[src/rtl/alu_pkg.sv]
// Shared ALU definitions: control encodings, datapath width and the
// multiply-sequencer state type.
package alu_pkg;

   localparam int XLEN = 32;

   localparam logic [3:0] ALU_ADD  = 4'b0000;
   localparam logic [3:0] ALU_SUB  = 4'b0001;
   localparam logic [3:0] ALU_AND  = 4'b0010;
   localparam logic [3:0] ALU_OR   = 4'b0011;
   localparam logic [3:0] ALU_XOR  = 4'b0100;
   localparam logic [3:0] ALU_SLT  = 4'b0101;
   localparam logic [3:0] ALU_SLL  = 4'b0110;
   localparam logic [3:0] ALU_SLTU = 4'b0111;
   localparam logic [3:0] ALU_SRL  = 4'b1000;
   localparam logic [3:0] ALU_SRA  = 4'b1001;

   typedef enum logic [2:0] {
      S_IDLE,
      S_CALC,
      S_NEG_LO,
      S_NEG_HI,
      S_DONE
   } mul_state_t;

endpackage

[src/rtl/alu_mul_sequencer.sv]
// Shift-add 32x32 multiplier that borrows the shared ALU for its adds.
// Define ALU_MULSEQ_SIGNED_EN to enable signed multiply via sign correction.
module alu_mul_sequencer
   import alu_pkg::*;
#(
   parameter int unsigned CNT_W = 5
) (
   input  logic            clk,
   input  logic            rst,
   input  logic            req_valid,
   output logic            req_ready,
   input  logic [XLEN-1:0] req_a,
   input  logic [XLEN-1:0] req_b,
   input  logic            req_signed,
   output logic            resp_valid,
   input  logic            resp_ready,
   output logic [XLEN-1:0] resp_lo,
   output logic [XLEN-1:0] resp_hi,
   output logic            busy,
   output logic [XLEN-1:0] alu_a,
   output logic [XLEN-1:0] alu_b,
   output logic [3:0]      alu_ctrl,
   input  logic [XLEN-1:0] alu_result,
   input  logic            alu_c
);

   mul_state_t state_q, state_d;
   logic [XLEN-1:0] mcand_q, mcand_d;
   logic [XLEN-1:0] mplier_q, mplier_d;
   logic [XLEN-1:0] hi_q, hi_d;
   logic [CNT_W-1:0] count_q, count_d;
   logic neg_q, neg_d;
   logic lo_zero_q, lo_zero_d;
   logic [XLEN-1:0] a_in, b_in;
   logic neg_in;

`ifdef ALU_MULSEQ_SIGNED_EN
   // Magnitude conversion is local; |0x80000000| stays 0x80000000.
   always_comb begin
      a_in   = req_a;
      b_in   = req_b;
      neg_in = 1'b0;
      if (req_signed) begin
         a_in   = req_a[XLEN-1] ? (~req_a + 1'b1) : req_a;
         b_in   = req_b[XLEN-1] ? (~req_b + 1'b1) : req_b;
         neg_in = req_a[XLEN-1] ^ req_b[XLEN-1];
      end
   end
`else
   logic unused_signed;
   assign unused_signed = req_signed;
   assign a_in   = req_a;
   assign b_in   = req_b;
   assign neg_in = 1'b0;
`endif

   always_ff @(posedge clk) begin
      if (rst) begin
         state_q   <= S_IDLE;
         mcand_q   <= '0;
         mplier_q  <= '0;
         hi_q      <= '0;
         count_q   <= '0;
         neg_q     <= 1'b0;
         lo_zero_q <= 1'b0;
      end else begin
         state_q   <= state_d;
         mcand_q   <= mcand_d;
         mplier_q  <= mplier_d;
         hi_q      <= hi_d;
         count_q   <= count_d;
         neg_q     <= neg_d;
         lo_zero_q <= lo_zero_d;
      end
   end

   always_comb begin
      state_d = state_q;
      unique case (state_q)
         S_IDLE: if (req_valid) state_d = S_CALC;
         S_CALC: begin
            if (count_q == CNT_W'(XLEN-1))
               state_d = neg_q ? S_NEG_LO : S_DONE;
         end
         S_NEG_LO: state_d = S_NEG_HI;
         S_NEG_HI: state_d = S_DONE;
         S_DONE:   if (resp_ready) state_d = S_IDLE;
         default:  state_d = S_IDLE;
      endcase
   end

   always_comb begin
      mcand_d   = mcand_q;
      mplier_d  = mplier_q;
      hi_d      = hi_q;
      count_d   = count_q;
      neg_d     = neg_q;
      lo_zero_d = lo_zero_q;
      unique case (state_q)
         S_IDLE: begin
            if (req_valid) begin
               mcand_d  = a_in;
               mplier_d = b_in;
               hi_d     = '0;
               count_d  = '0;
               neg_d    = neg_in;
            end
         end
         // 65-bit right shift of {carry, sum, multiplier}
         S_CALC: begin
            {hi_d, mplier_d} = {alu_c, alu_result, mplier_q[XLEN-1:1]};
            count_d = count_q + 1'b1;
         end
`ifdef ALU_MULSEQ_SIGNED_EN
         S_NEG_LO: begin
            mplier_d  = alu_result;
            lo_zero_d = (mplier_q == '0);
         end
         S_NEG_HI: hi_d = lo_zero_q ? alu_result : ~hi_q;
`endif
         default: ;
      endcase
   end

   always_comb begin
      req_ready  = (state_q == S_IDLE);
      resp_valid = (state_q == S_DONE);
      busy       = 1'b0;
      alu_a      = '0;
      alu_b      = '0;
      alu_ctrl   = ALU_ADD;
      unique case (state_q)
         S_CALC: begin
            busy  = 1'b1;
            alu_a = hi_q;
            alu_b = mplier_q[0] ? mcand_q : '0;
         end
`ifdef ALU_MULSEQ_SIGNED_EN
         S_NEG_LO: begin
            busy     = 1'b1;
            alu_b    = mplier_q;
            alu_ctrl = ALU_SUB;
         end
         S_NEG_HI: begin
            busy = 1'b1;
            if (lo_zero_q) begin
               alu_b    = hi_q;
               alu_ctrl = ALU_SUB;
            end
         end
`endif
         default: ;
      endcase
   end

   assign resp_lo = mplier_q;
   assign resp_hi = hi_q;

endmodule

[config.mk]
export PLATFORM = sky130hd
export DESIGN_NAME = alu_mul_sequencer
export DESIGN_NICKNAME = d
export VERILOG_FILES = /design/src/rtl/alu_pkg.sv /design/src/rtl/alu_mul_sequencer.sv
export SDC_FILE = /design/constraint.sdc
export NUM_CORES = 1
export LEC_CHECK = 0
export ABC_AREA = 1
export CORE_UTILIZATION = 50
export DETAILED_ROUTE_END_ITERATION = 6
export DONT_BUFFER_PORTS = 1
export SLEW_MARGIN = 25
export SYNTH_ARGS = -nofsm -noshare
export SYNTH_HDL_FRONTEND = slang
export SYNTH_SLANG_ARGS = --single-unit
[constraint.sdc]
create_clock -name clk -period 2.85 [get_ports clk]
set_input_delay 0.57 -clock clk [delete_from_list [all_inputs] [get_ports clk]]
set_output_delay 0.57 -clock clk [all_outputs]
set_load 0.1 [all_outputs]
**Yosys cells after proc, flatten, opt, wreduce, memory -nomap -nowiden**

Cells that the tools add are included.

- Add/subtract/negate cells: 1
- Equal/unequal tests: 8
- Multiplexer cells: 14
- Reductions and logical operators: 5

Operators with widths:

| operator | number |
|---|---|
| 32-bit two-way mux | 5 |
| 32-bit case mux with 2 select lines | 2 |
| 3-bit case mux with 5 select lines | 1 |
| 5-bit case mux with 2 select lines | 1 |
| 3-bit two-way mux | 3 |
| 3-bit by 2-bit == test with 1-bit output, second input constant | 2 |
| 5-bit by 1-bit adder with 5-bit output, second input constant | 1 |
| 5-bit == test, second input constant | 1 |
| 5-bit two-way mux | 1 |
| 2-bit inequality test, second input constant | 2 |
| 2-bit AND reduction | 2 |
| 3-bit by 1-bit == test with 1-bit output, second input constant | 1 |
| 3-bit == test, second input constant | 1 |
| 3-bit zero test | 1 |
| 3-bit AND reduction | 1 |
| 2-bit by 1-bit inequality test with 1-bit output, second input constant | 1 |
| 2-bit nonzero test | 1 |
| 1-bit two-way mux | 1 |

- Register bits: 104
- Output and inout port bits: 135

**Longest topological paths before layout**

- Depth in word-level cells: 3
- Mapped depth: 9
- Gate-level depth less buffers: 9

**Worst setup path after synthesis**

Ideal clock, no wire load.

- Path kind: register -> output
- From: register mplier_q[0] (netlist: resp_lo[0])
- To: output port alu_b[10]
- Arrival: 2647 ps
- Required time: 2280 ps
- Slack: -367 ps
- Cell stages (with the launch flop): 4
- Buffers on the path: 1
- Path through: dfxtp_1 > nand2_1 > buf_2 > nor2_1

- Longest elaborated chain between the ends: 2

RTL lines:

| item | line | RTL |
|---|---|---|
| start, declared | alu_mul_sequencer.sv:29 | `logic [XLEN-1:0] mplier_q, mplier_d;` |
| start signal, assigned | alu_mul_sequencer.sv:69 | `mplier_q <= mplier_d;` |
| 32-bit two-way mux | alu_mul_sequencer.sv:136 | `alu_b = mplier_q[0] ? mcand_q : '0;` |
| 32-bit two-way mux | alu_mul_sequencer.sv:132 | `unique case (state_q)` |
| end, declared | alu_mul_sequencer.sv:21 | `output logic [XLEN-1:0] alu_b,` |

No other way between the ends.

**Worst setup path after layout**

- From: register state_q[0]
- To: output port alu_b[20]

- Longest elaborated chain between the ends: 2

RTL lines:

| item | line | RTL |
|---|---|---|
| start, declared | alu_mul_sequencer.sv:27 | `mul_state_t state_q, state_d;` |
| start signal, assigned | alu_mul_sequencer.sv:67 | `state_q <= state_d;` |
| 3-bit by 1-bit == test with 1-bit output | alu_mul_sequencer.sv:132 |  |
| 32-bit two-way mux | alu_mul_sequencer.sv:132 |  |

No other way between the ends.

==> results by group <==
Layout
  – Antenna diode count: 0
  – Nets: 897
  – Post-route cell area: 6326 sq um
  – Commonest non-fill, non-tap cell in the layout: nand2_1
  – Most frequent cells in the layout: nand2_1 (137), dfxtp_1 (104), inv_1 (103)
  – Final Util: 68.14%
  – Share of cells above drive strength 1: approximately a quarter
  – Area growth syn-to-layout: 31.12%

Power
  – VDD IR max: between 400 and 500 uV
  – Sequential Power Share: a little over two fifths
  – Leak: 2.632 nW
  – Sw power: 3.477 mW
  – Switching share of power: between 50% and 60%
  – Cell internal pwr: 2.920 mW
  – Clock share of power: around 16%
  – Overall power: around 6.4 mW
  – Comb power frac: ~40%
  – Pwr/cell area: slightly above 1000 nW/um^2

Timing
  – Endpoints failing hold: 0
  – Worst slew margin: approximately a third
  – Total negative slack: 0 ns
  – Unrepaired setup endpoints after global routing: no
  – Final Critical Period: 2.539 ns
  – Final Max Tran Viols: 0
  – Slew at the pin closest to its max-slew limit: 1.012 ns
  – Crit share post-route: between 80% and 90%
  – Worst Skew: 0.01742 ns
  – Final setup viols: 0
  – Peak Freq: approximately 390 MHz

Yosys
  – Synthesis Warnings: 0
  – Synthesized area: approximately 4800 sq um
  – Synth area leader: dfxtp_1
  – Synth top area share: between 40% and 50%
  – Yosys cell types: 23
  – Number of synthesized register bits: roughly 100
  – Top cells by area, synth: dfxtp_1 (43%), nand2_1 (11%), nor2_1 (10%), inv_1 (8.1%), a21oi_1 (7.2%)
  – Sequential area share after synthesis: about 43%
  – Synth Instances: just over 700
  – Avg Cell Area, Syn: about 6.7 sq um

Job
  – Max-cap check violation count: 0

Floorplanning
  – Die Height: between 100 and 150 microns
  – Core Rows: 35
  – I/O pin cnt: between 200 and 250
  – Initial Util: 51.97%
  – Die width: between 100 and 150 microns
  – Die area: 10,050 sq um
  – Core footprint: between 9000 and 10,000 sq um

Global route
  – Largest net degree at the start of global routing: 98
  – First-pass GRT wire length: roughly 19,000 microns
  – Vias in the first global route: 4,178
  – Antenna violations before repair: 0
  – Grt ovf: 0
  – Total global-route track usage: between 20% and 30%

Worst setup path
  – Crit path buf inv count: 3
  – Largest delay share family, worst path: flip-flops
  – Arr. time, crit path: between 1.5 and 2 ns
  – Critical Path RT: about 2.3 ns
  – Reg2reg start: state_q[1]$_SDFFE_PP0P_
  – Setup CP Type: reg -> out
  – FF-to-FF setup slack: about 0.76 ns
  – R2R depth: 8
  – CP max FO: 32
  – Worst r2r dst: resp_lo[0]$_SDFFE_PP0P_
  – Critical Path Source Type: flop
  – CP Capture Type: output pin
  – Crit-path cells: nand3_4 -> inv_2 -> nand2_1 -> buf_4 -> nor2_2 -> buf_12
  – Critical path's largest stage delay: 0.65 ns
  – Crit path max-delay cell type: dfxtp_1

CTS
  – Buffers inserted by post-CTS timing repair: 0
  – Root buf cell: clkbuf_8
  – H-tree depth: 3
  – CTS tree: yes
  – CTS Buf Count: 9
  – Clk pin slew, worst setup/hold paths: roughly 0.09 ns
  – Max Root-Sink Buffers: 2
  – Clk Latency, worst-skew pair: ~0.36 ns
  – # hold bufs at CTS: 0
  – Clock net sink count: ~100
  – Post-CTS sizing: 0

Min path
  – Cell depth of the worst hold path: 1
  – Hold EP: resp_hi[28]$_SDFFE_PP0P_
  – Hold Path Origin: rst
  – Hold Crit Class: in -> reg

Detailed routing
  – Via count: 4,619
  – Mean number of vias per cell: 4.983
  – Routed WL: about 12,000 microns
  – Number of DRC markers in iteration 0: 195
  – Antenna viol nets, final: 0
  – WL/cell: approximately 13 microns
  – First-pass detailed-route iteration total: 4
  – DRC Markers: 0

Place
  – Placement Cell Area: slightly above 6000 sq um
  – GPL Wtd Cong: between 0.8 and 0.9
  – Hpwl dp: 8251 microns
  – I/O Buffers: 0

Run status
  – Outcome: completed
==> sequential cells by signal, summed over array words and instances (netlist names) <==
register	flops
count_q	5
mcand_q	32
resp_hi	32
resp_lo	32
state_q	3
==> cells by family after synthesis <==
group                    share of synthesized area (%)
buffers and inverters                            15.48
adder cells (fa/ha/maj)                         0.5186
other                                          0.07773
AO/OA/AOI/OAI                                    14.26
AND/OR/NAND/NOR                                  26.50
flip-flops                                       43.15
==> power by group through the flow <==
stage | registers [mW] | logic, mW | clock network, mW
floorplan | 3.31 | 1.67 | 0
detailed placement | 2.85 | 2.55 | 0
CTS | 2.81 | 2.56 | 1.06
global route | 2.85 | 2.78 | 1.12
finish | 2.81 | 2.55 | 1.04
global placement | 2.84 | 2.50 | 0
==> worst register-to-register path: stages, from the launching register on <==
cell,delay (ns)
dfxtp_1,0.48
inv_2,0.15
nand3_4,0.12
buf_12,0.33
buf_4,0.55
nand2_1,0.12
o21ai_0,0.11
nor2_1,0.06
nor2_1,0.10
==> cells in the mapped netlist <==
library cell,n
nor3_1,3
inv_1,104
buf_2,20
nand3_1,40
clkbuf_2,1
conb_1,1
o21ai_0,44
clkbuf_1,10
nand4_1,1
nand3b_1,1
o211ai_2,1
nor2_2,1
o21ai_1,22
nand3_2,2
nor2_1,134
inv_2,3
ha_1,2
dfxtp_1,104
buf_4,15
a21oi_1,69
buf_6,8
nand2_1,137
nor4_1,1
==> metal layers <==
| metal | share of wire (%) | GRT usage, % | vias to the layer above |
|---|---|---|---|
| met5 | 0 | 0 | - |
| met4 | 3.5 | 11.82 | 0 |
| met3 | 8.1 | 6.616 | 31 |
| met2 | 49 | 40.83 | 180 |
| met1 | 40 | 25.64 | 2064 |
| li1 | - | - | 2344 |
==> worst max-delay path by stage <==
stage	to	depth (start not counted)	from	slack, ns
global route	alu_b[20]	7	state_q[1]$_SDFFE_PP0P_	0.18
detailed placement	alu_b[19]	7	state_q[1]$_SDFFE_PP0P_	0.69
floorplan	alu_b[10]	3	resp_lo[0]$_SDFFE_PP0P_	-0.37
global placement	alu_b[22]	6	state_q[0]$_SDFFE_PP0P_	0.73
finish	alu_b[20]	6	state_q[0]$_SDFFE_PP0P_	0.31
CTS	alu_b[3]	6	state_q[0]$_SDFFE_PP0P_	0.27
==> per-stage QoR <==
stage          cells  hold WS, ns  worst slack, ns
5_1_grt          927       0.2430           0.1833
4_1_cts          927       0.2543           0.2748
6_report         927       0.2691           0.3111
3_3_place_gp     911       0.4472           0.7271
3_5_place_dp     911       0.4578           0.6853
2_1_floorplan    727       0.4294          -0.3669
==> final cells by class <==
cell class,instances,area [sq um]
inverter,107,401.6
clock inverter,4,76.32
sequential,104,2082
clock buffer,12,155.1
multi-input combinational,462,2206
tap,129,161.4
timing repair buffer,109,1244
fill,792,2958
(Power assumes the default switching activity.)
